--- src/rtl/i2c_slave_block.sv ---
// I2C slave responder: synchronised bus sampling, address match, byte write into an
// external receive FIFO and byte read from an external transmit FIFO.
module i2c_slave_block #(
  parameter logic [6:0] SLAVE_ADDR = 7'h50
) (
  input  logic       i2c_core_clock_i,
  input  logic       reset_n_i,
  input  logic       scl_i,
  input  logic       sda_i,
  output logic       sda_oe_o,
  input  logic [7:0] data_i,
  input  logic       trans_fifo_empty_i,
  output logic       read_fifo_en_o,
  output logic [7:0] data_o,
  output logic       write_fifo_en_o,
  input  logic       rev_fifo_full_i,
  output logic       busy_o,
  output logic       rw_o
);

  typedef enum logic [2:0] {
    IDLE, ADDR, ADDR_ACK, WR_DATA, WR_ACK, RD_DATA, RD_ACK
  } state_t;

  state_t      state;
  logic        scl_s1, scl_s2, scl_h;
  logic        sda_s1, sda_s2, sda_h;
  logic [2:0]  bit_cnt;
  logic [7:0]  shift;
  logic        phase;
  logic        ack_ok;
  logic        scl_rise, scl_fall, start_det, stop_det;
  logic [7:0]  tx_byte;

  always_ff @(posedge i2c_core_clock_i or negedge reset_n_i) begin
    if (!reset_n_i) begin
      scl_s1 <= 1'b1;
      scl_s2 <= 1'b1;
      scl_h  <= 1'b1;
      sda_s1 <= 1'b1;
      sda_s2 <= 1'b1;
      sda_h  <= 1'b1;
    end else begin
      scl_s1 <= scl_i;
      scl_s2 <= scl_s1;
      scl_h  <= scl_s2;
      sda_s1 <= sda_i;
      sda_s2 <= sda_s1;
      sda_h  <= sda_s2;
    end
  end

  assign scl_rise  = scl_s2 & ~scl_h;
  assign scl_fall  = ~scl_s2 & scl_h;
  assign start_det = scl_s2 & scl_h & sda_h & ~sda_s2;
  assign stop_det  = scl_s2 & scl_h & ~sda_h & sda_s2;
  assign tx_byte   = trans_fifo_empty_i ? 8'hFF : data_i;

  always_ff @(posedge i2c_core_clock_i or negedge reset_n_i) begin
    if (!reset_n_i) begin
      state           <= IDLE;
      bit_cnt         <= '0;
      shift           <= '0;
      phase           <= 1'b0;
      ack_ok          <= 1'b0;
      sda_oe_o        <= 1'b0;
      read_fifo_en_o  <= 1'b0;
      write_fifo_en_o <= 1'b0;
      data_o          <= '0;
      busy_o          <= 1'b0;
      rw_o            <= 1'b0;
    end else begin
      read_fifo_en_o  <= 1'b0;
      write_fifo_en_o <= 1'b0;
      // Bus conditions take priority so an SDA change with SCL high is never data.
      if (stop_det) begin
        state    <= IDLE;
        sda_oe_o <= 1'b0;
        busy_o   <= 1'b0;
      end else if (start_det) begin
        state    <= ADDR;
        bit_cnt  <= '0;
        shift    <= '0;
        phase    <= 1'b0;
        sda_oe_o <= 1'b0;
      end else begin
        case (state)
          IDLE: ;
          ADDR: begin
            if (scl_rise) begin
              shift   <= {shift[6:0], sda_s2};
              bit_cnt <= bit_cnt + 3'd1;
              if (bit_cnt == 3'd7) begin
                if (shift[6:0] == SLAVE_ADDR) begin
                  rw_o   <= sda_s2;
                  busy_o <= 1'b1;
                  phase  <= 1'b0;
                  state  <= ADDR_ACK;
                end else begin
                  state <= IDLE;
                end
              end
            end
          end
          // phase 0: waiting for the fall after bit 8; phase 1: ACK slot in progress.
          ADDR_ACK: begin
            if (scl_fall) begin
              if (!phase) begin
                sda_oe_o <= 1'b1;
                phase    <= 1'b1;
              end else begin
                phase   <= 1'b0;
                bit_cnt <= '0;
                if (rw_o) begin
                  state          <= RD_DATA;
                  shift          <= tx_byte;
                  sda_oe_o       <= ~tx_byte[7];
                  read_fifo_en_o <= ~trans_fifo_empty_i;
                end else begin
                  state    <= WR_DATA;
                  sda_oe_o <= 1'b0;
                end
              end
            end
          end
          WR_DATA: begin
            if (scl_rise) begin
              shift   <= {shift[6:0], sda_s2};
              bit_cnt <= bit_cnt + 3'd1;
              if (bit_cnt == 3'd7) begin
                data_o          <= {shift[6:0], sda_s2};
                write_fifo_en_o <= ~rev_fifo_full_i;
                ack_ok          <= ~rev_fifo_full_i;
                phase           <= 1'b0;
                state           <= WR_ACK;
              end
            end
          end
          WR_ACK: begin
            if (scl_fall) begin
              if (!phase) begin
                sda_oe_o <= ack_ok;
                phase    <= 1'b1;
              end else begin
                sda_oe_o <= 1'b0;
                phase    <= 1'b0;
                bit_cnt  <= '0;
                state    <= ack_ok ? WR_DATA : IDLE;
              end
            end
          end
          RD_DATA: begin
            if (scl_fall) begin
              if (bit_cnt == 3'd7) begin
                sda_oe_o <= 1'b0;
                bit_cnt  <= '0;
                phase    <= 1'b0;
                state    <= RD_ACK;
              end else begin
                shift    <= {shift[6:0], 1'b0};
                sda_oe_o <= ~shift[6];
                bit_cnt  <= bit_cnt + 3'd1;
              end
            end
          end
          RD_ACK: begin
            if (scl_rise) begin
              if (sda_s2) state <= IDLE;
              else        phase <= 1'b1;
            end else if (scl_fall && phase) begin
              phase          <= 1'b0;
              state          <= RD_DATA;
              shift          <= tx_byte;
              sda_oe_o       <= ~tx_byte[7];
              read_fifo_en_o <= ~trans_fifo_empty_i;
            end
          end
          default: state <= IDLE;
        endcase
      end
    end
  end

endmodule

--- config.mk ---
export PLATFORM = sky130hd
export DESIGN_NAME = i2c_slave_block
export DESIGN_NICKNAME = d
export VERILOG_FILES = /design/src/rtl/i2c_slave_block.sv
export SDC_FILE = /design/constraint.sdc
export NUM_CORES = 1
export LEC_CHECK = 0
export ABC_CLOCK_PERIOD_IN_PS = 1800
export CAP_MARGIN = 20
export CORE_MARGIN = 3
export CORE_UTILIZATION = 49
export CTS_CLUSTER_DIAMETER = 30
export DETAILED_ROUTE_END_ITERATION = 8
export PLACE_DENSITY_LB_ADDON = 0.15
export REMOVE_ABC_BUFFERS = 1
export SLEW_MARGIN = 40
export SYNTH_ARGS = -nofsm -noshare
export SYNTH_HDL_FRONTEND = slang
export SYNTH_SLANG_ARGS = --single-unit
--- constraint.sdc ---
create_clock -name i2c_core_clock_i -period 1.8 [get_ports i2c_core_clock_i]
set_clock_uncertainty 0.05 [all_clocks]
set_input_delay 0.36 -clock i2c_core_clock_i [delete_from_list [all_inputs] [get_ports i2c_core_clock_i]]
set_output_delay 0.36 -clock i2c_core_clock_i [all_outputs]
set_load 0.02 [all_outputs]
After elaboration in Yosys (flattened, before gate mapping). Cells that the tools add are included. Widths: inputs -> output; s select.

Bits in registers: 34. Memories kept: 0. Bits in read-only memories: 0. Logic and storage cells: 176. Memory bits (writable): 0. Bits of input ports: 14. Latch bits: 0. Output and inout port bits: 13.

Shift-type cells: 0. $lt $le $gt $ge: 0. $mul: 0. Mux-type cells: 81. Bitwise logic cells: 17. Reductions and logical operators: 20. Add/sub/neg operators: 1. Equal/unequal tests: 40. Divide/modulo/power cells: 0.

Operator list (count): $mux 3 (22); $mux 7 (9); $ne 4x4->1 const B (14); $mux 1 (41); $ne 3x3->1 const B (12); $pmux 7 s4 (1); $pmux 3 s7 (1); $reduce_and 10->1 (2); $reduce_and 6->1 (3); $reduce_and 13->1 (1); $eq 3x3->1 const B (4); $reduce_bool 6->1 (2); $ne 5x5->1 const B (2); $not 1->1 (10); $reduce_and 5->1 (2); $ne 3x1->1 const B (3); $pmux 3 s3 (1); $mux 8 (1); $reduce_bool 2->1 (4); $and 1x1->1 (7); $eq 7x7->1 const B (1); $eq 3x2->1 const B (2); $pmux 1 s5 (1); $reduce_bool 5->1 (1); other kinds (10) (12).

Longest topological paths before layout. Gate-level depths: netlist (run 1).

Depth after elaboration: 8. Depth in mapped cells: 8. Gate-level depth less buffers: 8.

Worst setup path before layout (run 1). Ideal clock, no wire load.

Path kind: register to register. From: register state[1]. To: register phase. Clock period less this slack: 1.973 ns. Required time: 1.625 ns. Cell stages (with the launch flop): 7. Path buffers: 0. Setup time: 0.125 ns. Setup slack: -0.173 ns. Arrival time: 1.798 ns. Cells stage by stage: dfrtp_1 -> or4_4 -> nor2_4 -> nand4_1 -> a221oi_2 -> o211ai_1 -> mux2_4.

Longest elaborated chain between the ends: 4. Elaborated cells on any way between the ends: 19. Classes of those cells: eq/ne: 14; mux: 2; reduce/logical: 3.

RTL lines: start: declaration (line 25) `state_t state;`; start signal: assignment (line 148) `state <= ack_ok ? WR_DATA : IDLE;`; $eq 3x3->1 or $eq 3x2->1 (tied branches) (line 87) `case (state)`; $reduce_or 2->1 (no line); $reduce_bool 6->1 (no line), or another cell as far along; $reduce_and 10->1 (no line) or $mux 1 (tied branches); end signal: assignment (line 84) `phase <= 1'b0;`; end signal: assignment (line 97) `phase <= 1'b0;`; end signal: assignment (line 110) `phase <= 1'b1;`; end: declaration (line 30) `logic phase;`.

Parallel ways exist; a longest one is shown, timed or not. A chain may end at the register's enable or synchronous reset.

Final worst setup path (run 1). Same ends and word-level chain as after synthesis.

==> impl_results.md, run 1 <==
* First-pass GRT wire length at 8.894 mm
* CTS tree: yes
* Gr usage total at 0.2337
* Synthesis-to-layout area growth at 50.16%
* DIE HEIGHT at 69.46 um
* Yosys top cell area share at 0.3551
* Die Area at 0.004824 sq mm
* Antenna violations before repair at 0
* Worst setup SP type: flip-flop
* Slowest stage delay, CP at 0.55 ns
* Post-synth top flop: dfrtp_1
* GRT overflow at 0
* Hold buffer count at cts at 0
* Final Slew Violations at 0
* Clock share of power at 0.256
* Top post-synthesis cells by count: 33 x nor2_1, 28 x dfrtp_1, 16 x nand2_1, 15 x mux2_1, 14 x a21oi_1
* Comb pwr share at 0.316
* Crit path max fanout at 2
* Post-synth cell types at 46
* Post-synthesis cell area at 0.001973 sq mm
* Internal Power at 1593 uW
* Synth Register Bits at 34
* Violated checks: setup timing
* Max Clk Rate at 0.5125 GHz
* Starting Density at 0.5232
* PortBufs at 26
* Sequential-to-total area share from yosys stat at 0.4350
* CTS Buf Count at 5
* Async set or reset register ratio after synthesis at 1.000
* Vias in the first global route at 1825
* CP max stage cell: or4_4
* Final RePlAce weighted congestion at 1.062
* Unrepaired setup endpoints after global routing: yes
* Area after DPL at 0.002601 sq mm
* Clock buffer depth at 2
* First-pass iteration count of the detailed router at 5
* Util after Layout at 0.7857
* Die width at 69.46 um
* CTS sink cnt at 34
* Fin crit share at 1.084
* Hold Vio Cnt, Final at 0
* Arrival time worst endpoint at 2.08 ns
* Fin area at 0.002963 sq mm
* CTS H-tree lvls at 2
* Core Region at 0.003771 sq mm
* Final worst setup slack at -0.1512 ns
* Switching fraction of total power at 0.2988
* Top cells by area, synth: dfrtp_1 36%, mux2_1 8.6%, dfstp_2 8.0%
* # IOs at 27
* Fin nets at 300
* Max-cap violations at 0
* Worst slew pin tran at 0.4323 ns
* Wire length per cell at 17.56 um
* CP Cell Sequence: or4_4 > nor2_4 > nand4_1 > a221oi_2 > o211ai_1 > mux2_4
* Routed vias/inst at 5.817
* Clock Latency Late Sink at 0.29 ns
* Mapped Cells at 212
* Routed Wire Length at 5.847 mm
* Maximum VDD drop at 0.5427 mV
* Layout cells sized above 1 at 0.3930
* Multi-input logic area at 0.001254 sq mm
* Flop pwr share at 0.428
* Cell with the most instances after synthesis: nor2_1
* Clock transition at the registers of the reported paths at 0.07 ns
* Root Buffer: clkbuf_8
* Switching power at 678.6 uW
* Drt initial violations at 195
* Largest net degree at the start of global routing at 35
* Vias at 1937
* Hold WC Path Type: flip-flop to flip-flop
* CP endpoint kind: flip-flop
* Worst Path Class, Setup: flip-flop to flip-flop
* Slew headroom at 0.7118
* Leak at 0.001334 uW
* Post-route ant nets at 0
* FILL cells at 231
* Antenna Cells at 0
* Tmin final at 1.951 ns
* Worst path required time at 1.93 ns
* YS warnings at 0
* Sequential Area at 860.8 sq um
* # DRC at 0
* Mean Syn Cell Area at 9.307 sq um
* Pwr Density at 766.7 mW/mm^2
* DP HPWL at 3.920 mm
* Yosys top cell by area: dfrtp_1
* Post-synth EDFFs at 0
* Status: complete, but fails checks
* Number of core rows at 22
* Setup violators final at 14
-- critical path: cells and delay by family (launching register included) --
family	cells	cell delay (ns)
AND/OR/NAND/NOR	3	0.76
multiplexers	1	0.31
flip-flops	1	0.38
AO/OA/AOI/OAI	2	0.35
-- cells by family (layout without fill, tap and decap cells) --
| group | Yosys count | count (layout) | share of synthesized area |
|---|---|---|---|
| adder cells (fa/ha/maj) | 2 | 2 | 0.01268 |
| buffers and inverters | 15 | 88 | 0.03234 |
| multiplexers | 24 | 24 | 0.1344 |
| AND/OR/NAND/NOR | 86 | 86 | 0.2181 |
| AO/OA/AOI/OAI | 51 | 51 | 0.1674 |
| flip-flops | 34 | 34 | 0.4350 |
-- stage by stage --
stage	hold WS, ns	TNS, ns	power [uW]	cells	setup slack, ns
floorplan	0.01441	-3.023	1266	198	-0.3918
global placement	0.2964	-2.487	1554	321	-0.2107
detailed placement	0.2991	-2.967	1593	321	-0.2418
CTS	0.3087	-1.767	2198	329	-0.1963
global route	0.3148	-2.015	2409	333	-0.2546
finish	0.3063	-1.015	2272	333	-0.1512
-- worst paths after layout --
kind | startpoint | to | slack (ns) | depth (start not counted)
setup reg to reg | state[1] | phase | -0.15 | 6
max in group asynchronous | reset_n_i | scl_s2 | 0.92 | 2
min in group asynchronous | reset_n_i | data_o[0] | 0.44 | 2
setup / recovery | state[1] | phase | -0.15 | 6
hold / removal | scl_s1 | scl_s2 | 0.31 | 0
hold reg to reg | scl_s1 | scl_s2 | 0.31 | 0
-- routing by layer --
layer | GRT usage | vias to the layer above | part of all wire
met5 | 0 | - | 0
met2 | 0.3771 | 96 | 0.49
met1 | 0.3017 | 925 | 0.41
met4 | 0.09978 | 0 | 0.028
li1 | - | 899 | -
met3 | 0.05072 | 17 | 0.070
-- state kept, by name (all words and copies together) (netlist names) --
signal / cells
data_o: 8
busy_o: 1
sda_s2: 1
scl_h: 1
bit_cnt: 3
phase: 1
read_fifo_en_o: 1
ack_ok: 1
write_fifo_en_o: 1
sda_oe_o: 1
rw_o: 1
scl_s2: 1
sda_h: 1
shift: 7
scl_s1: 1
sda_s1: 1
state: 3
-- layout by cell type (no fill, tap or decap), types with 2 or more instances in the layout --
cell,Yosys,routed
mux2i_1,7,7
nand3_1,5,3
a211oi_2,0,2
clkbuf_8,0,6
nand2b_1,5,4
a21oi_1,14,12
mux2_1,15,6
nand2_1,16,14
nor2b_2,0,2
o21ai_0,11,11
nor2_4,1,2
a31oi_1,2,2
a21o_1,2,2
nor4_1,2,2
buf_4,0,44
buf_6,0,9
nor2b_1,11,4
dfrtp_1,28,26
mux2_4,1,10
dfstp_2,6,6
and3_4,0,2
clkdlybuf4s50_1,0,25
a22oi_1,3,3
dfrtp_2,0,2
nor2_1,33,31
nor4b_1,2,2
nand3_2,0,2
nor2b_4,0,5
a21oi_2,1,3
-- power groups by stage --
stage,Sequential (uW),Clock [uW],Combinational [uW]
floorplan,987,0,279
global placement,968,0,587
detailed placement,976,0,617
CTS,968,588,642
global route,986,639,784
finish,973,581,717
-- final cells by class --
class                   instances  share of cell area
inverters                       1            0.002111
flip-flops and latches         34              0.2905
well taps                      48             0.02027
repair buffers                 79              0.2331
clock buffers                   7             0.02914
clock inverters                 1            0.001689
multi-input cells             163              0.4231
-- repair_timing --
action,CTS,global route
pin swaps,10,13
endpoints found under the setup margin,24,26
setup buffers,0,4
gates resized for setup,14,47
Note: power is estimated with default switching activity, not from simulation.
==> run 2, diff against run 1 <==
--- a/config.mk
+++ b/config.mk
@@ -13,6 +13,7 @@
 export DETAILED_ROUTE_END_ITERATION = 8
 export PLACE_DENSITY_LB_ADDON = 0.15
 export REMOVE_ABC_BUFFERS = 1
+export SKIP_CTS_REPAIR_TIMING = 1
 export SLEW_MARGIN = 40
 export SYNTH_ARGS = -nofsm -noshare
 export SYNTH_HDL_FRONTEND = slang
==> run 2 against run 1 <==
  * The flow still finishes with violations (setup timing)
  * Via count is 0.15% lower
  * Count of clock-buffer cells in the layout stayed put
  * Clock power hardly changed
  * Global-route usage is 0.67 points lower
  * Final cell count is 0.60% lower
  * Sequential power is 0.6% lower
  * Critical endpoint unchanged
  * Highest routed layer unchanged
==> impl_results.md, run 2 (synthesized netlist as in run 1, its figures left out) <==
* Final worst setup slack at -0.1627 ns (was -0.1512 ns)
* Top Metal Used: met4 (unchanged)
* R2R setup slack at -0.16 ns (was -0.15 ns)
* Hold path start: scl_s1 (unchanged)
* Setup violators final at 22 (was 14)
* PortBufs at 26 (unchanged)
* Tmin final at 1.963 ns (was 1.951 ns)
* Max FFs per register at 8 (unchanged)
* Wire length per cell at 16.77 um (was 17.56 um)
* Worst Path Buf+Inv at 0 (unchanged)
* Switching power at 656.6 uW (was 678.6 uW)
* Biggest regs: data_o x8, shift x7 (unchanged)
* Post-place setup slack at -0.2418 ns (unchanged)
* DRT met1 WL at 2.368 mm (was 2.391 mm)
* DP HPWL at 3.920 mm (unchanged)
* Design Power at 2233 uW (was 2272 uW)
* # DRC at 0 (unchanged)
* Crit path max fanout at 2 (unchanged)
* Status: complete, but fails checks (unchanged)
* Worst setup SP type: flip-flop (unchanged)
* Slowest stage delay, CP at 0.55 ns (about the same)
* CP Cell Sequence: or4_4 > nor2_4 > nand4_1 > a221oi_2 > o211ai_1 > mux2_4 (unchanged)
* Violated checks: setup timing (unchanged)
* Worst Path Class, Setup: flip-flop to flip-flop (unchanged)
* Routed vias/inst at 5.843 (was 5.817)
* Maximum VDD drop at 0.5741 mV (was 0.5427 mV)
* CTS tree: yes (unchanged)
* Post-route ant nets at 0 (unchanged)
* Hold Crit Endpoint: scl_s2 (unchanged)
* Clock transition at the registers of the reported paths at 0.07 ns (about the same)
* Unrepaired setup endpoints after global routing: yes (unchanged)
* Worst slew pin tran at 0.4234 ns (was 0.4323 ns)
* Worst r2r src: state[1] (unchanged)
* Antenna violations before repair at 0 (unchanged)
* Arrival time worst endpoint at 2.09 ns (was 2.08 ns)
* CP max stage cell: or4_4 (unchanged)
* Final cell count without fillers at 331 (was 333)
* Fin crit share at 1.090 (was 1.084)
* Antenna Cells at 0 (unchanged)
* Slew headroom at 0.7177 (was 0.7118)
* Commonest non-fill, non-tap cell in the layout: buf_4 (unchanged)
* Cells after DPL at 321 (unchanged)
* # IOs at 27 (unchanged)
* Internal Power at 1577 uW (was 1593 uW)
* GRT overflow at 0 (unchanged)
* Routed Wire Length at 5.550 mm (was 5.847 mm)
* Drt initial violations at 152 (was 195)
* Final Slew Violations at 0 (unchanged)
* Met3 WL at 318 um (was 407 um)
* Final TNS setup at -2.278 ns (was -1.015 ns)
* Layout cells sized above 1 at 0.3251 (was 0.3930)
* Starting Density at 0.5232 (unchanged)
* Top delay family on crit path: simple AND/OR/NAND/NOR gates (unchanged)
* Switching fraction of total power at 0.2940 (was 0.2988)
* CP endpoint kind: flip-flop (unchanged)
* Fin nets at 298 (was 300)
* First-pass iteration count of the detailed router at 4 (was 5)
* Flop pwr share at 0.433 (was 0.428)
* First-pass GRT wire length at 8.673 mm (was 8.894 mm)
* R2r endpoint: phase (unchanged)
* Max Clk Rate at 0.5095 GHz (was 0.5125 GHz)
* Largest net degree at the start of global routing at 35 (unchanged)
* DIE HEIGHT at 69.46 um (unchanged)
* Comb pwr share at 0.308 (was 0.316)
* Number of core rows at 22 (unchanged)
* Hold Vio Cnt, Final at 0 (unchanged)
* Clock share of power at 0.259 (was 0.256)
* Biggest register: data_o (unchanged)
* Final RePlAce weighted congestion at 1.062 (unchanged)
* Vias in the first global route at 1781 (was 1825)
* Worst path required time at 1.92 ns (was 1.93 ns)
* Met2 WL at 2.730 mm (was 2.884 mm)
* Hold WC Path Type: flip-flop to flip-flop (unchanged)
* Clock buffer depth at 2 (unchanged)
* CTS sink cnt at 34 (unchanged)
* Vias at 1934 (was 1937)
* Cell depth of the worst hold path at 0 (unchanged)
* CTS Buf Count at 5 (unchanged)
* Root Buffer: clkbuf_8 (unchanged)
* CTS H-tree lvls at 2 (unchanged)
* Pwr Density at 795.7 mW/mm^2 (was 766.7 mW/mm^2)
* R2r worst-path depth at 6 (unchanged)
* Max-cap violations at 0 (unchanged)
* Core Region at 0.003771 sq mm (unchanged)
* Die Area at 0.004824 sq mm (unchanged)
* Clock Latency Late Sink at 0.29 ns (about the same)
* Leak at 0.001264 uW (was 0.001334 uW)
* Most frequent cells in the layout: 50 x buf_4, 33 x nor2_1, 27 x dfrtp_1 (was 44 x buf_4, 31 x nor2_1, 26 x dfrtp_1)
* Gr usage total at 0.2270 (was 0.2337)
* Die width at 69.46 um (unchanged)
* Synthesis-to-layout area growth at 42.23% (was 50.16%)
## run 2: changes by cell type in the layout (fill, tap and decap cells not counted), sizes merged
cell,previous run,this run
buf,53,51
dlygate4sd2,1,0
dlymetal6s2s,0,1
## run 2: power groups by stage
stage	clock, uW	sequential [uW]	combinational, uW
after floorplan	0	987	279
after global placement	0	968	587
after detailed placement	0	976	617
after CTS	588	963	622
after global routing	635	982	755
final	579	967	687
## run 2: per-stage QoR
stage                 util  hold WS, ns  instance area, sq um
global route        0.7442       0.3148                  2806
finish              0.7442       0.3065                  2806
floorplan                -      0.01441                  1913
CTS                 0.7140       0.3087                  2693
detailed placement  0.6898       0.2991                  2601
global placement    0.6898       0.2964                  2601
## run 2: layer usage
| metal | up-vias | track usage |
|---|---|---|
| met5 | - | 0 |
| met4 | 0 | 0.08894 |
| met3 | 16 | 0.04928 |
| met2 | 80 | 0.3581 |
| met1 | 936 | 0.3035 |
| li1 | 902 | - |
## run 2: how the worst max path moves through the flow
stage                           from        to  slack, ns  cells after the start
after floorplan             state[1]     phase      -0.39                      6
final                       state[1]     phase      -0.16                      6
after global placement    bit_cnt[0]  state[2]      -0.21                      9
after CTS                 bit_cnt[0]  state[0]      -0.25                      9
after detailed placement  bit_cnt[0]  state[0]      -0.24                      9
after global routing      bit_cnt[1]  state[0]      -0.24                      9
## run 2: cell type report
type	count	area [sq um]
clock buffers	7	86.33
clock inverters	1	5.005
fillers	248	964.7
inverters	1	3.754
multi-input cells	163	1142
flip-flops and latches	34	859.6
well taps	48	60.06
repair buffers	77	649.4
## run 2: worst reg2reg max path, stage by stage (launching register included)
cell	delay, ns
dfrtp_1	0.38
or4_4	0.55
nor2_4	0.11
nand4_1	0.10
a221oi_2	0.22
o211ai_1	0.14
mux2_4	0.31
==> run 3, diff against run 2 <==
--- a/config.mk
+++ b/config.mk
@@ -11,7 +11,7 @@
 export CORE_UTILIZATION = 49
 export CTS_CLUSTER_DIAMETER = 30
 export DETAILED_ROUTE_END_ITERATION = 8
-export PLACE_DENSITY_LB_ADDON = 0.15
+export PLACE_DENSITY = 0.75
 export REMOVE_ABC_BUFFERS = 1
 export SKIP_CTS_REPAIR_TIMING = 1
 export SLEW_MARGIN = 40
==> run 3 against run 2 <==
  * The flow still finishes with violations (setup timing)
  * Utilization rose by 7.8 points
  * Cell area is 10% higher
  * Die area did not move
  * Combinational power is 22% higher
  * Largest cell class unchanged
  * First-iteration DRC count up 31%
  * Routed wire length is 15% higher
  * Sequential power up 0.8%
  * Maximum frequency down 4.7%
  * Critical path depth grew 2
  * Setup slack lost 0.097 ns
  * Global-route usage rose by 1.5 points
==> impl_results.md, run 3 (synthesized netlist as in run 1, its figures left out) <==
* Violated checks: setup timing (unchanged)
* Arrival time worst endpoint at 2.19 ns (was 2.09 ns)
* Final cell count without fillers at 340 (was 331)
* Routed vias/inst at 6.029 (was 5.843)
* Clock Latency Late Sink at 0.30 ns (was 0.29 ns)
* Core Region at 0.003771 sq mm (unchanged)
* Leak at 0.001391 uW (was 0.001264 uW)
* Vias in the first global route at 1893 (was 1781)
* Commonest non-fill, non-tap cell in the layout: buf_4 (unchanged)
* Antenna violations before repair at 0 (unchanged)
* Biggest register: data_o (unchanged)
* Largest net degree at the start of global routing at 35 (unchanged)
* Clock transition at the registers of the reported paths at 0.07 ns (about the same)
* Layout cells sized above 1 at 0.4075 (was 0.3251)
* PortBufs at 26 (unchanged)
* CP endpoint kind: flip-flop (unchanged)
* Worst setup SP type: flip-flop (unchanged)
* Pwr Density at 862.8 mW/mm^2 (was 795.7 mW/mm^2)
* Biggest regs: data_o x8, shift x7 (unchanged)
* FILL cells at 199 (was 248)
* Crit path max fanout at 6 (was 2)
* # DRC at 0 (unchanged)
* Cells after DPL at 324 (was 321)
* Post-place setup slack at -0.2351 ns (was -0.2418 ns)
* Final RePlAce weighted congestion at 0.9668 (was 1.062)
* CTS tree: yes (unchanged)
* Fin crit share at 1.144 (was 1.090)
* Critical Path Start: sda_h (was state[1])
* First-pass iteration count of the detailed router at 4 (unchanged)
* CTS Buf Count at 5 (unchanged)
* Multi-input logic area at 0.001251 sq mm (was 0.001142 sq mm)
* Gr usage total at 0.2422 (was 0.2270)
* Vias at 2050 (was 1934)
* Hold WC Path Type: flip-flop to flip-flop (unchanged)
* Routed Wire Length at 6.373 mm (was 5.550 mm)
* Util after Layout at 0.8218 (was 0.7442)
* Fin nets at 307 (was 298)
* Drt initial violations at 199 (was 152)
* GRT overflow at 0 (unchanged)
* Clock buffer depth at 2 (unchanged)
* Unrepaired setup endpoints after global routing: yes (unchanged)
* Die Area at 0.004824 sq mm (unchanged)
* Starting Density at 0.5232 (unchanged)
* CTS H-tree lvls at 2 (unchanged)
* First-pass GRT wire length at 9.149 mm (was 8.673 mm)
* Worst Path Class, Setup: flip-flop to flip-flop (unchanged)
* Final worst setup slack at -0.2594 ns (was -0.1627 ns)
* Maximum VDD drop at 0.5978 mV (was 0.5741 mV)
* R2R setup slack at -0.26 ns (was -0.16 ns)
* Setup violators final at 14 (was 22)
* Antenna Cells at 0 (unchanged)
* R2r worst-path depth at 8 (was 6)
* Synthesis-to-layout area growth at 57.07% (was 42.23%)
* Tmin final at 2.059 ns (was 1.963 ns)
* Worst slew pin tran at 0.4370 ns (was 0.4234 ns)
* Worst Setup EP: phase (unchanged)
* Worst r2r src: sda_h (was state[1])
* Post-route ant nets at 0 (unchanged)
* Wire length per cell at 18.74 um (was 16.77 um)
* DIE HEIGHT at 69.46 um (unchanged)
* Final TNS setup at -2.019 ns (was -2.278 ns)
* Status: complete, but fails checks (unchanged)
* Sequential Area at 858.3 sq um (was 859.6 sq um)
* Max-cap violations at 0 (unchanged)
* Die width at 69.46 um (unchanged)
* Hold Vio Cnt, Final at 0 (unchanged)
* Design Power at 2674 uW (was 2233 uW)
* Final Slew Violations at 0 (unchanged)
* CTS sink cnt at 34 (unchanged)
* # IOs at 27 (unchanged)
* R2r endpoint: phase (unchanged)
* Max FFs per register at 8 (unchanged)
* Max Clk Rate at 0.4856 GHz (was 0.5095 GHz)
* Root Buffer: clkbuf_8 (unchanged)
* Cell depth of the worst hold path at 0 (unchanged)
* DP HPWL at 3.994 mm (was 3.920 mm)
* Number of core rows at 22 (unchanged)
* Worst path required time at 1.94 ns (was 1.92 ns)
* Most frequent cells in the layout: 50 x buf_4, 29 x nor2_1, 28 x dfrtp_1 (was 50 x buf_4, 33 x nor2_1, 27 x dfrtp_1)
* Slew headroom at 0.7056 (was 0.7177)
==> run 3: metrics by stage <==
step / hold slack [ns] / area (sq um)
6_report: 0.3102 / 3099
5_1_grt: 0.3127 / 3099
4_1_cts: 0.3120 / 2786
3_5_place_dp: 0.2992 / 2649
3_3_place_gp: 0.2957 / 2649
2_1_floorplan: 0.01441 / 1913
==> run 3: layout make-up <==
type	instances	share of cell area
Clock inverter	3	0.02220
Inverter	1	0.002019
Multi-Input combinational cell	163	0.4037
Tap cell	48	0.01938
Clock buffer	5	0.02220
Timing Repair Buffer	86	0.2535
Sequential cell	34	0.2769
==> run 3: worst min path at each step <==
stage / slack, ns / from / to
3_3_place_gp: 0.30 / sda_s1 / sda_s2
6_report: 0.31 / sda_s1 / sda_s2
5_1_grt: 0.31 / scl_s1 / scl_s2
3_5_place_dp: 0.30 / sda_s1 / sda_s2
4_1_cts: 0.31 / sda_s1 / sda_s2
2_1_floorplan: 0.01 / reset_n_i / ack_ok
==> run 3: where the power goes <==
part           internal, uW  leakage [uW]  switching (uW)
Clock                   555     0.0000683             309
Combinational           461      0.000889             374
Sequential              884      0.000434            91.0
Total                  1900       0.00139             774
==> run 3: layer usage <==
layer / global-route usage / wire [um] / share of wire
met1: 0.3053 / 2546 / 0.40
met2: 0.3739 / 3110 / 0.49
met3: 0.07391 / 443 / 0.070
met4: 0.1236 / 272 / 0.043
met5: 0 / 0 / 0
==> run 3: critical path: stages, from the launching register on <==
cell and delay (ns):
dfstp_2 0.53, nor2b_2 0.15, buf_4 0.13, and3_1 0.23, buf_4 0.17, o31ai_1 0.07, a21oi_1 0.25, nor2_1 0.11
mux2_4 0.27
==> patch 1, RTL diff (config.mk and constraints of run 2) <==
Reset style: synchronous (`reset_n_i`), changed in 2 clocked blocks.
--- a/src/rtl/i2c_slave_block.sv
+++ b/src/rtl/i2c_slave_block.sv
@@ -34,3 +34,3 @@
 
-  always_ff @(posedge i2c_core_clock_i or negedge reset_n_i) begin
+  always_ff @(posedge i2c_core_clock_i) begin
     if (!reset_n_i) begin
@@ -58,3 +58,3 @@
 
-  always_ff @(posedge i2c_core_clock_i or negedge reset_n_i) begin
+  always_ff @(posedge i2c_core_clock_i) begin
     if (!reset_n_i) begin
Behaviour: no difference found for any inputs over 10 cycles, from zero or initial values and one cycle with reset_n_i low; that may be too few to reach the edited logic, so the function may still have changed.
==> patch 1 against run 2 <==
Sequential share of layout area down 4.3 points; highest routed layer unchanged; area after synthesis up 1.8%; critical path type unchanged; wire length down 7.4%; sequential cell count unchanged; final area down 7.4%; synthesized cell count up 12%; worst setup slack better by 240 ps; critical endpoint is now shift[4].
Power is not compared: it rests on default switching activity, and its combinational part moved more than twofold at a synthesized area within 25%.
==> patch 1: results (changes against run 2) <==
detailed_routing:
  drt_pass1_iterations: 4  # unchanged
  top_layer: "met4"
  post_drt_wl_per_cell_um: 15.6  # -6.8%
  met2_wirelength_um: 2300  # -16%
  drt_iter0_drc: 142  # -6.6%
  wl_met3_um: 269  # -15%
  wl_met1_um: 2450  # +3.6%
  post_drt_via_cell_ratio: 5.82  # -0.43%
  ant_nets: 0  # unchanged
final_layout:
  nets: 296  # -0.67%
  largest_reg_flops: 8  # unchanged
  final_area_um2: 2600  # -7.4%
  drive_gt1_share_pct: 19.2  # -13 points
  fillers: 322  # +30%
global_routing:
  grt_use_met3_pct: 5.76  # +0.83 points
  grt_pass1_vias: 1816  # +2.0%
  grtUsageTotal_pct: 21.8  # -0.87 points
  use_met1_pct: 30.1  # -0.29 points
  grt_pass1_wl_um: 8730  # +0.63%
  met2_usage_pct: 32.2  # -3.6 points
  grt_max_degree: 17  # -51%
  antenna_found_initial: 0  # unchanged
setup_path:
  crit_type: "reg -> reg"
  slowest_stage: "dfxtp_2"
  crit_family: "compound AO/OA/AOI/OAI gates"
  r2r_cells: 5  # -1
  rrSetupSlack_ps: 80  # +240 ps
  arrival_ps: 1890  # -200 ps
  cpPeakStageDelay_ps: 390  # -160 ps
  critPathLaunch: "scl_h"
  r2r-end: "shift[4]"
  crit_fanout: 12  # +10
power_and_ir_drop:
  leakagePower_nw: 0.995
  p_sw_uw: 435
  powerComb_uw: 215
  irDropWorstVdd_mv: 0.493
worst_hold_path:
  min_to: "scl_s2"
  hold_start: "scl_s1"
  hold_depth: 1  # +1
synth:
  async_reset_ff_share_pct: 0  # -100 points
  synth.area.top_cells: "dfxtp_1 (34%), mux2i_1 (9.5%), nand2_1 (4.1%)"
  netlist_top_cells_count: "dfxtp_1 (34), nand2_1 (22), nor2_1 (22)"
  ys_warn_count: 0  # unchanged
  seq_area_frac_synth_pct: 33.9  # -9.6 points
  synth_cell_types: 56  # +22%
outcome:
  status: "complete, no violations"
cts:
  numCtsBuffers: 5  # unchanged
  clk_latency_ps: 290  # about the same
place:
  place_ws_ps: -6.07  # +236 ps
  hpwl_um: 3740  # -4.6%
  dpl_cell_area_um2: 2470  # -4.9%
  globalplace.congestion: 0.893  # -16%
timing:
  worst_pin_slew_ps: 511  # +87.7 ps
  fin_crit_sh_pct: 95.6  # -13 points
patch 1: cell type report:
type                       instances  share of cell area, %
multi-input combinational        180                   47.5
timing repair buffer              53                   19.4
sequential                        34                   26.3
tap                               48                   2.31
inverter                           6                  0.867
clock inverter                     2                  0.482
clock buffer                       6                   3.18
patch 1: kinds of logic (layout without fill, tap and decap cells):
family | count (synthesis) | in the layout | synth area share [%]
multiplexers | 19 | 19 | 9.47
flip-flops | 34 | 34 | 33.9
AND/OR/NAND/NOR | 92 | 92 | 25.0
AO/OA/AOI/OAI | 65 | 65 | 23.6
adder cells (fa/ha/maj) | 3 | 3 | 1.81
XOR/XNOR | 1 | 1 | 0.436
buffers and inverters | 24 | 67 | 5.79
patch 1: stage by stage:
step / total power, mW / cells / hold slack (ps)
floorplan: 0.924 / 220 / 336
global placement: 1.02 / 321 / 347
detailed placement: 1.02 / 321 / 352
finish: 1.62 / 329 / 361
global route: 1.68 / 329 / 386
CTS: 1.62 / 329 / 369
==> patch 2, RTL diff (flow settings as in run 2) <==
Without the edit above. Encoding of `state_t`: now one-hot (7 bits for 7 states).
--- a/src/rtl/i2c_slave_block.sv
+++ b/src/rtl/i2c_slave_block.sv
@@ -20,4 +20,4 @@
 
-  typedef enum logic [2:0] {
-    IDLE, ADDR, ADDR_ACK, WR_DATA, WR_ACK, RD_DATA, RD_ACK
+  typedef enum logic [6:0] {
+    IDLE = 7'b0000001, ADDR = 7'b0000010, ADDR_ACK = 7'b0000100, WR_DATA = 7'b0001000, WR_ACK = 7'b0010000, RD_DATA = 7'b0100000, RD_ACK = 7'b1000000
   } state_t;
Formal check against the unedited RTL: no difference found for any inputs over 10 cycles, from zero or initial values and one cycle with reset_n_i low; not proved beyond that.
==> patch 2 against run 2 <==
The run still ends with setup timing left; power is 31% higher; utilization is 8.5 points higher; worst setup slack worse by 480 ps; sequential power is 14% higher; area after synthesis is 18% higher; first-iteration DRC count is 110% higher; sequential cell count is 4 higher; hold slack worse by 260 ps; wire length is 43% higher; critical path depth stayed put; final area is 32% higher.
==> patch 2: results (changes against run 2) <==
final_layout:
  reg.largest.list: "data_o: 8 flops, shift: 7 flops, state: 7 flops"
  nets: 370  # +24%
  fillers: 243  # -2.0%
  clkCellAreaFrac_pct: 2.87  # -0.39 points
  multiInputGateArea_um2: 1520  # +33%
  num-multi-input-gates: 179  # +9.8%
  buf_share_pct: 27.9  # +4.7 points
  layout.area.seq_um2: 961  # +12%
  fin_cells: 407  # +23%
  n_all_inverters: 7  # +6
  drive_gt1_share_pct: 49.0  # +17 points
  nNonClkBuffers: 123  # +60%
  synthToLayoutAreaGrowth_pct: 58.9
  design.seq.count: 38  # +12%
place:
  globalplace.congestion: 0.996  # -6.2%
  hpwl_um: 5050  # +29%
  place_ws_ps: -608  # -366 ps
  dp_cells: 384  # +20%
synth:
  synth_cell_types: 55  # +20%
  netlist_top_cells_count: "nor2_1 (33), dfrtp_1 (31), mux2_2 (19)"
  seq_area_frac_synth_pct: 41.1  # -2.4 points
  avgSynthCellArea_um2: 9.77  # +5.0%
  synth.area.top_cells: "dfrtp_1 (33%), mux2_2 (9.2%), dfstp_2 (7.9%)"
  syn_inst: 239  # +13%
power_and_ir_drop:
  leakagePower_nw: 1.63  # +29%
  irDropWorstVdd_mv: 0.564  # -1.8%
global_routing:
  grtUsageTotal_pct: 25.1  # +2.4 points
  grt_max_degree: 39  # +11%
  grt_pass1_vias: 2147  # +21%
  grt_pass1_wl_um: 10600  # +22%
detailed_routing:
  routed_wl_um: 7930  # +43%
  drt_iter0_drc: 324  # +110%
  post_drt_via_cell_ratio: 6.19  # +6.0%
  drt_pass1_iterations: 5  # +1
setup_path:
  critPathLaunch: "state[4]"
  arrival_ps: 2560  # +470 ps
  r2r-end: "state[6]"
  crit_fanout: 6  # +4
  cpPeakStageDelay_ps: 580  # +30 ps
timing:
  worst_pin_slew_ps: 472  # +48.1 ps
  setup_ws_ps: -643  # -480 ps
  fin_tns_setup_ps: -12300  # -10020 ps
  finalSetupViolCount: 29  # +32%
cts:
  path_clk_slew_ps: 70  # about the same
outcome:
  violations: "setup timing"
  status: "finished with violations"
worst_hold_path:
  hold_path_class: "in -> async"
patch 2: cell count changes in the layout (fill, tap and decap cells not counted), sizes merged, moves of 4 or more:
cell,before,now
nor2b,11,1
inv,1,7
buf,51,98
nor3,2,8
mux2i,7,2
mux2,17,24
a21oi,15,5
nand4b,0,4
a211oi,3,10
nand4,1,5
xnor2,0,4
patch 2: cell families after synthesis:
family          share of synthesized area, %
compound gates                          17.8
xor+xnor                                2.25
fa+ha+maj                               1.07
buf+inv                                 4.18
flops                                   41.1
mux                                     13.2
simple gates                            20.3
patch 2: per-layer routing:
layer  share of wire, %  track usage [%]
met5                  0                0
met4                3.8             7.51
met3                8.2             4.14
met2                 47             38.5
met1                 41             36.4
patch 2: power breakdown:
group          internal (mW)  switching (mW)  leakage (nW)  total, mW
sequential             0.989           0.114         0.466       1.10
combinational          0.655           0.448          1.11       1.10
clock                  0.415           0.294        0.0524      0.708
total                   2.06           0.855          1.63       2.91
